<file path="config.mk">
export PLATFORM = sky130hd
export DESIGN_NAME = apu_sfx_player_flat
export DESIGN_NICKNAME = d
export VERILOG_FILES = /design/src/rtl/apu_sfx_if.sv /design/src/rtl/apu_sfx_player.sv /design/src/flat_wrapper.sv
export SDC_FILE = /design/constraint.sdc
export NUM_CORES = 1
export LEC_CHECK = 0
export BUFFER_PORTS_ARGS = -buffer_cell sky130_fd_sc_hd__buf_2
export CAP_MARGIN = 20
export CORE_ASPECT_RATIO = 0.75
export CORE_UTILIZATION = 40
export CTS_CLUSTER_SIZE = 12
export DETAILED_ROUTE_END_ITERATION = 16
export PLACE_DENSITY = 0.55
export SYNTH_ARGS = -nofsm -noshare
export SYNTH_HDL_FRONTEND = slang
export SYNTH_SLANG_ARGS = --single-unit
</file>
<file path="constraint.sdc">
create_clock -name clk -period 7.4 [get_ports clk]
set_input_delay 2.22 -clock clk [delete_from_list [all_inputs] [get_ports clk]]
set_output_delay 2.22 -clock clk [all_outputs]
set_load 0.02 [all_outputs]
</file>
<file path="src/rtl/apu_sfx_if.sv">
// apu_sfx_if: the trigger-to-audio link of the APU.
//   Trigger side (driven by master): frame_end, eat_sound, die_sound, hit_sound
//   Player side (driven by slave):   audio_out, busy, sfx_id[1:0], step_idx[1:0]
interface apu_sfx_if;
  logic       frame_end;
  logic       eat_sound;
  logic       die_sound;
  logic       hit_sound;
  logic       audio_out;
  logic       busy;
  logic [1:0] sfx_id;
  logic [1:0] step_idx;

  modport master (
    output frame_end, eat_sound, die_sound, hit_sound,
    input  audio_out, busy, sfx_id, step_idx
  );

  modport slave (
    input  frame_end, eat_sound, die_sound, hit_sound,
    output audio_out, busy, sfx_id, step_idx
  );
endinterface

</file>
<file path="src/rtl/apu_sfx_player.sv">
// apu_sfx_player: plays a fixed four-step square-wave effect for each of the
// eat / die / hit trigger pulses, paced by the video frame_end strobe.
//   clk    : system clock
//   reset  : synchronous, active-high
//   bus    : apu_sfx_if.slave
//            in  frame_end, eat_sound, die_sound, hit_sound (one-cycle pulses)
//            out audio_out (1-bit square wave), busy, sfx_id (00 none,
//                01 eat, 10 die, 11 hit), step_idx (note step 0-3)
// Parameters: STEP_FRAMES frame_end strobes per note step (>=1),
//             PERIOD_W width of the tone half-period counter.
module apu_sfx_player #(
  parameter int STEP_FRAMES = 4,
  parameter int PERIOD_W    = 16
) (
  input  logic      clk,
  input  logic      reset,
  apu_sfx_if.slave  bus
);

  localparam int FC_W = (STEP_FRAMES > 1) ? $clog2(STEP_FRAMES) : 1;
  localparam logic [FC_W-1:0] FRAME_LAST = FC_W'(STEP_FRAMES - 1);

  typedef enum logic {IDLE = 1'b0, PLAY = 1'b1} state_t;

  state_t                state_q, state_d;
  logic                  busy_q;
  logic [1:0]            sfx_q, sfx_d;
  logic [1:0]            step_q, step_d;
  logic [FC_W-1:0]       frame_q, frame_d;
  logic [PERIOD_W-1:0]   tone_q, tone_d;
  logic                  audio_q, audio_d;
  logic [1:0]            trig_id;
  logic [PERIOD_W-1:0]   half;

  // Half-period (clk cycles) of each note; 0 is a rest.
  function automatic logic [PERIOD_W-1:0] half_period(input logic [1:0] id,
                                                      input logic [1:0] step);
    logic [PERIOD_W-1:0] h;
    h = '0;
    case ({id, step})
      4'b01_00: h = PERIOD_W'(24000);
      4'b01_01: h = PERIOD_W'(18000);
      4'b01_10: h = PERIOD_W'(14000);
      4'b01_11: h = PERIOD_W'(12000);
      4'b10_00: h = PERIOD_W'(20000);
      4'b10_01: h = PERIOD_W'(26000);
      4'b10_10: h = PERIOD_W'(34000);
      4'b10_11: h = PERIOD_W'(45000);
      4'b11_00: h = PERIOD_W'(30000);
      4'b11_10: h = PERIOD_W'(30000);
      default:  h = '0;
    endcase
    return h;
  endfunction

  // The id encoding doubles as the priority: hit(3) > die(2) > eat(1).
  assign trig_id = bus.hit_sound ? 2'd3 :
                   bus.die_sound ? 2'd2 :
                   bus.eat_sound ? 2'd1 : 2'd0;

  assign half = half_period(sfx_q, step_q);

  // NOTE: every signal gets its hold value first so no path leaves it
  // unassigned; otherwise synthesis would infer a latch.
  always_comb begin
    state_d = state_q;
    sfx_d   = sfx_q;
    step_d  = step_q;
    frame_d = frame_q;
    tone_d  = tone_q;
    audio_d = audio_q;

    // sfx_q is 00 in IDLE, so one compare covers both the idle accept and
    // equal-or-higher priority preemption. An accept beats a same-cycle
    // frame_end, which is simply not counted.
    if (trig_id != 2'd0 && trig_id >= sfx_q) begin
      state_d = PLAY;
      sfx_d   = trig_id;
      step_d  = 2'd0;
      frame_d = '0;
      tone_d  = '0;
      audio_d = 1'b0;
    end else begin
      case (state_q)
        IDLE: begin
          sfx_d   = 2'd0;
          step_d  = 2'd0;
          frame_d = '0;
          tone_d  = '0;
          audio_d = 1'b0;
        end
        PLAY: begin
          if (half == '0) begin
            tone_d  = '0;
            audio_d = 1'b0;
          end else if (tone_q == half - 1'b1) begin
            tone_d  = '0;
            audio_d = ~audio_q;
          end else begin
            tone_d = tone_q + 1'b1;
          end

          // A step boundary restarts the tone from a low level.
          if (bus.frame_end) begin
            if (frame_q == FRAME_LAST) begin
              frame_d = '0;
              tone_d  = '0;
              audio_d = 1'b0;
              if (step_q == 2'd3) begin
                state_d = IDLE;
                sfx_d   = 2'd0;
                step_d  = 2'd0;
              end else begin
                step_d = step_q + 1'b1;
              end
            end else begin
              frame_d = frame_q + 1'b1;
            end
          end
        end
      endcase
    end
  end

  // NOTE: state is updated with non-blocking assignments so every register
  // samples the pre-edge values, independent of statement order.
  always_ff @(posedge clk) begin
    if (reset) begin
      state_q <= IDLE;
      busy_q  <= 1'b0;
      sfx_q   <= 2'd0;
      step_q  <= 2'd0;
      frame_q <= '0;
      tone_q  <= '0;
      audio_q <= 1'b0;
    end else begin
      state_q <= state_d;
      busy_q  <= (state_d == PLAY);
      sfx_q   <= sfx_d;
      step_q  <= step_d;
      frame_q <= frame_d;
      tone_q  <= tone_d;
      audio_q <= audio_d;
    end
  end

  assign bus.audio_out = audio_q;
  assign bus.busy      = busy_q;
  assign bus.sfx_id    = sfx_q;
  assign bus.step_idx  = step_q;

endmodule

</file>
<file path="src/flat_wrapper.sv">
// flat-port wrapper written by rule: the top's interface ports become plain ports
module apu_sfx_player_flat 
#(
  parameter int STEP_FRAMES = 4,
  parameter int PERIOD_W    = 16
)
  (clk, reset, bus_frame_end, bus_eat_sound, bus_die_sound, bus_hit_sound, bus_audio_out, bus_busy, bus_sfx_id, bus_step_idx);
  apu_sfx_if bus_i ();
  input  logic clk;
  input  logic reset;
  input wire logic [$bits(bus_i.frame_end)-1:0] bus_frame_end;
  input wire logic [$bits(bus_i.eat_sound)-1:0] bus_eat_sound;
  input wire logic [$bits(bus_i.die_sound)-1:0] bus_die_sound;
  input wire logic [$bits(bus_i.hit_sound)-1:0] bus_hit_sound;
  output wire logic [$bits(bus_i.audio_out)-1:0] bus_audio_out;
  output wire logic [$bits(bus_i.busy)-1:0] bus_busy;
  output wire logic [$bits(bus_i.sfx_id)-1:0] bus_sfx_id;
  output wire logic [$bits(bus_i.step_idx)-1:0] bus_step_idx;
  assign bus_i.frame_end = bus_frame_end;
  assign bus_i.eat_sound = bus_eat_sound;
  assign bus_i.die_sound = bus_die_sound;
  assign bus_i.hit_sound = bus_hit_sound;
  assign bus_audio_out = bus_i.audio_out;
  assign bus_busy = bus_i.busy;
  assign bus_sfx_id = bus_i.sfx_id;
  assign bus_step_idx = bus_i.step_idx;
  apu_sfx_player #(.STEP_FRAMES(STEP_FRAMES), .PERIOD_W(PERIOD_W)) u_core (.clk(clk), .reset(reset), .bus(bus_i));
endmodule
</file>
Word level (Yosys, flattened, before mapping):

Memory sizes are Yosys's and may differ from the RTL's.
Cells that the tools add are included.
W data, S select, Z words.

* memories kept: 1
* bits in writable memories: 0
* register bits after elaboration: 24
* memory bits (read-only): 208
* latch bits: 0

* div/mod/pow operators: 0
* eq/ne operators: 8
* bitwise gates (word level): 2
* muxes and demuxes: 30
* $lt $le $gt $ge: 1
* reductions and logical operators: 6
* $mul: 0
* $add $sub $neg: 4
* shifts and indexed selects: 0

Memories
* (no name shown): words 16, bits a word 13, rd ports 1, clocked after Yosys merged registers in 0, write ports 0, line apu_sfx_player.sv:40 `case ({id, step})`

Operators by type and width (count)
* $mux W16: 4
* $pmux W16 S2: 1
* $mux W2: 11
* $add A16 B1 Y16 const B: 1
* $eq A16 B16 Y1: 1
* $logic_not A16 Y1: 1
* $sub A16 B1 Y16 const B: 1
* $pmux W2 S2: 3
* $mux W1: 10
* $ne A3 B3 Y1 const B: 3
* $add A2 B1 Y2 const B: 2
* $eq A2 B2 Y1 const B: 2
* $ne A2 B2 Y1 const B: 2
* $reduce_and A3 Y1: 1
* $ge A2 B2 Y1: 1
* $not A1 Y1: 2
* $pmux W1 S2: 1
* $reduce_and A2 Y1: 1
* $reduce_bool A2 Y1: 1
* $reduce_or A2 Y1: 1
* $logic_and A1 B1 Y1: 1

Logic depth before layout (Yosys ltp):

An unclocked memory read counts as a cell.

* word-level depth: 8
* depth in mapped cells: 15

Worst setup path after synthesis:

Ideal clock, no wire load.

* path kind: input-to-reg
* start point: in bus_die_sound
* end point: reg u_core.tone_q[13]
* path buffers: 2
* arrival time: 4.228 ns
* path slack: 3.094 ns
* stages on the path: 12
* cell sequence: inv_1 -> a21oi_1 -> ha_1 -> nand2b_1 -> a21oi_1 -> nor2_1 -> inv_1 -> nand3b_1 -> or3b_2 -> clkbuf_1 -> buf_2 -> nor3_1

* cells in the longest elaborated chain, start to end: 5
* elaborated cells between the ends (all ways): 6
* classes of those cells: 1 x order compare; 2 x mux; 3 x reduce/logical

Ends and longest elaborated chain
* start, declared: line flat_wrapper.sv:13 `input wire logic [$bits(bus_i.die_sound)-1:0] bus_die_sound;`
* $mux W2 (*): line apu_sfx_player.sv:58 `bus.die_sound ? 2'd2 :`
* $mux W2 (*): line apu_sfx_player.sv:57 `assign trig_id = bus.hit_sound ? 2'd3 :`
* $ge A2 B2 Y1 or $reduce_bool A2 Y1 (tied branches): line apu_sfx_player.sv:76 `if (trig_id != 2'd0 && trig_id >= sfx_q) begin`
* $logic_and A1 B1 Y1 (*): line apu_sfx_player.sv:76
* $reduce_or A2 Y1 (no line) (*)
* end signal, assigned: line apu_sfx_player.sv:142 `tone_q <= tone_d;`
* end, declared: line apu_sfx_player.sv:30 `logic [PERIOD_W-1:0] tone_q, tone_d;`

Every way passes the cells marked *; elsewhere a longest branch is shown, timed or not.
A chain may end at the register's enable or synchronous reset.

Final worst setup path:

* start point: in bus_die_sound
* end point: reg u_core.tone_q[10]

Same word-level chain as after synthesis.

==> results.yml <==
pwr:
  ir_drop_uv: 91.6
  power_leakage_nw: 0.730
  p_per_area_nw_per_um2: 151
sta:
  slew_headroom: 0.450
  fin_skew_ns: 0.00176
  setup_ws_ns: 3.20
  rsz0062_at_grt: "false"
  tns_ns: 0
  hold_viol_final: 0
  fmax_mhz: 238
  finalMaxSlewViolations: 0
  tightest_slew_ns: 0.819
  finalSetupViolCount: 0
  fin_crit_sh: 0.568
  layout_min_cycle_time_ns: 4.20
floorplanning:
  die_w_um: 81.8
  pin_count: 12
  core_um2: 4520
  die_h_um: 61.9
  die_area_um2: 5060
  rows: 21
  start_util: 0.423
synthesis:
  yosysSeqAreaShare: 0.251
  syn_inst: 237
  yosysTopAreaCell: "dfxtp_1"
  ys_ff_latch: 24
  synth_fp_nets: 254
  synth_area_per_cell_um2: 8.07
  synthTopCellsByArea: "dfxtp_1, ha_1, xor2_1"
  yosysUniqueCellTypes: 53
  yosysTopAreaCellShare: 0.251
  syn_area_um2: 1910
  async_reset_ff_frac: 0
  yosys_warnings: 0
  synth_edf_count: 0
  synth_ff_type: "dfxtp_1"
routing:
  drt_iter0_drc: 88
  vias: 1657
  route.detailed.drc: 0
  viasPerCell: 5.54
  final_antenna_net_count: 0
  wire_per_inst_um: 13.9
  wl_um: 4150
  drtPass1Iterations: 4
critical_path:
  worst-endpoint-required_ns: 7.59
  timing.rr.start: "u_core.bus.step_idx[1]"
  criticalPathCategory: "input pin to register"
  arrival_ns: 4.39
  reg2reg_slack_ns: 3.53
  start_kind: "input pin"
  critPathMaxFanout: 17
  r2r-end: "u_core.tone_q[10]"
  rr_worst_depth: 12
  end_kind: "register"
  cp-startpoint: "bus_die_sound"
final_layout:
  antenna_cells: 0
  utilization: 0.449
  finalNetCount: 260
  layout_commonest_cell: "dfxtp_1"
  final_cell_count_no_fill: 299
  finalInstanceArea_um2: 2030
  layout-drive-gt1-share: 0.0992
  final_cell_mix: "dfxtp_1, nor2_1, nor3_1, nand2_1, xor2_1"
  syn_to_final_growth_pct: 6.15
  fillers: 472
clocking:
  cts.path.max_buffers: 2
  cts_hold_buf: 0
  cts_tree: "yes"
  post_cts_buffers: 0
  cts_htree_levels: 1
  clock_sinks: 24
  cts_resized: 0
  clkTransAtPathRegs_ns: 0.09
  clock_latency_ns: 0.27
  cts_buffers: 3
  cts_root_buf: "clkbuf_8"
min_path:
  min_to: "u_core.tone_q[0]"
  hp-class: "register to register"
  whs_path_depth: 1
  min_from: "u_core.tone_q[0]"
grt:
  grt_pass1_wl_um: 6890
  grt-ovfl-total: 0
  grt_usage: 0.180
  grt_start_max_net_pins: 26
  antenna_found_initial: 0
  grt_pass1_vias: 1393
place:
  placed_cells: 295
  gp_congestion: 0.828
  dp_hpwl_um: 3210
  postPlaceCellArea_um2: 1970
  dp_slack_ns: 2.88
  port_buffers: 11
run_status:
  status: "complete, no violations"
job:
  maxCapViolCount: 0
==> worst max path at each step <==
stage                         to  slack, ns  cells past startpoint
2_1_floorplan  u_core.tone_q[13]       3.09                     12
3_3_place_gp   u_core.tone_q[15]       2.98                     11
3_5_place_dp   u_core.tone_q[10]       2.88                     11
4_1_cts        u_core.tone_q[10]       3.18                     11
5_1_grt         u_core.tone_q[2]       2.95                     11
6_report       u_core.tone_q[10]       3.20                     11
==> cells by family (layout without fill, tap and decap cells) <==
kind of cell	count (synthesis)	count (layout)	share of synthesized area
compound gates	43	43	0.160
xor+xnor	23	23	0.105
fa+ha+maj	11	11	0.0720
buf+inv	20	25	0.0530
flops	24	24	0.251
mux	4	4	0.0209
simple gates	112	112	0.337
==> final cells by class <==
cell class / count / area [um^2] / area share
sequential: 24 / 480 / 0.237
clock buffer: 4 / 55.1 / 0.0271
timing repair buffer: 11 / 55.1 / 0.0271
multi-input combinational: 193 / 1330 / 0.655
inverter: 10 / 37.5 / 0.0185
tap: 57 / 71.3 / 0.0351
==> state kept, by name, summed over array words and instances (netlist names) <==
signal                flops
u_core.tone_q            16
u_core.bus.sfx_id         2
u_core.bus.step_idx       2
u_core.frame_q            2
u_core.bus.audio_out      1
u_core.state_q            1
==> metrics by stage <==
| step | power, mW | hold slack [ns] |
|---|---|---|
| after detailed placement | 0.219 | 0.446 |
| final | 0.307 | 0.454 |
| after global placement | 0.219 | 0.444 |
| after global routing | 0.324 | 0.484 |
| after CTS | 0.309 | 0.459 |
| after floorplan | 0.205 | 0.422 |
==> report_power, final <==
| part | leakage, nW | internal [mW] | switching [mW] | total (mW) |
|---|---|---|---|---|
| sequential | 0.194 | 0.131 | 0.00817 | 0.140 |
| combinational | 0.507 | 0.0314 | 0.0449 | 0.0762 |
| clock | 0.0288 | 0.0475 | 0.0435 | 0.0911 |
| total | 0.730 | 0.210 | 0.0966 | 0.307 |
==> layer usage <==
metal | vias up | part of all wire | global-route usage
met5 | - | 0 | 0
met4 | 0 | 0.0051 | 0.0301
met3 | 2 | 0.023 | 0.0350
met2 | 12 | 0.41 | 0.264
met1 | 771 | 0.56 | 0.273
li1 | 872 | - | -
==> synthesized netlist by cell type, drive strengths merged (3+ instances only) <==
cell	number
a21oi	12
xnor2	8
nand4	8
nand3b	3
xor2	15
clkbuf	3
dfxtp	24
or3	4
nand2	15
nand3	10
and2	7
mux2i	4
o21ai	9
nor3	17
a22oi	4
nor3b	6
inv	10
buf	7
nor2	19
nor2b	6
ha	11
==> critical path, stage by stage <==
cell	delay [ns]
buf_2	0.09
inv_1	0.03
a21oi_1	0.17
ha_1	0.25
nand2b_1	0.14
a21oi_1	0.22
nor2_1	0.11
inv_1	0.08
nand3b_1	0.14
or3b_2	0.69
nor3_1	0.24
(Power assumes the default switching activity.)
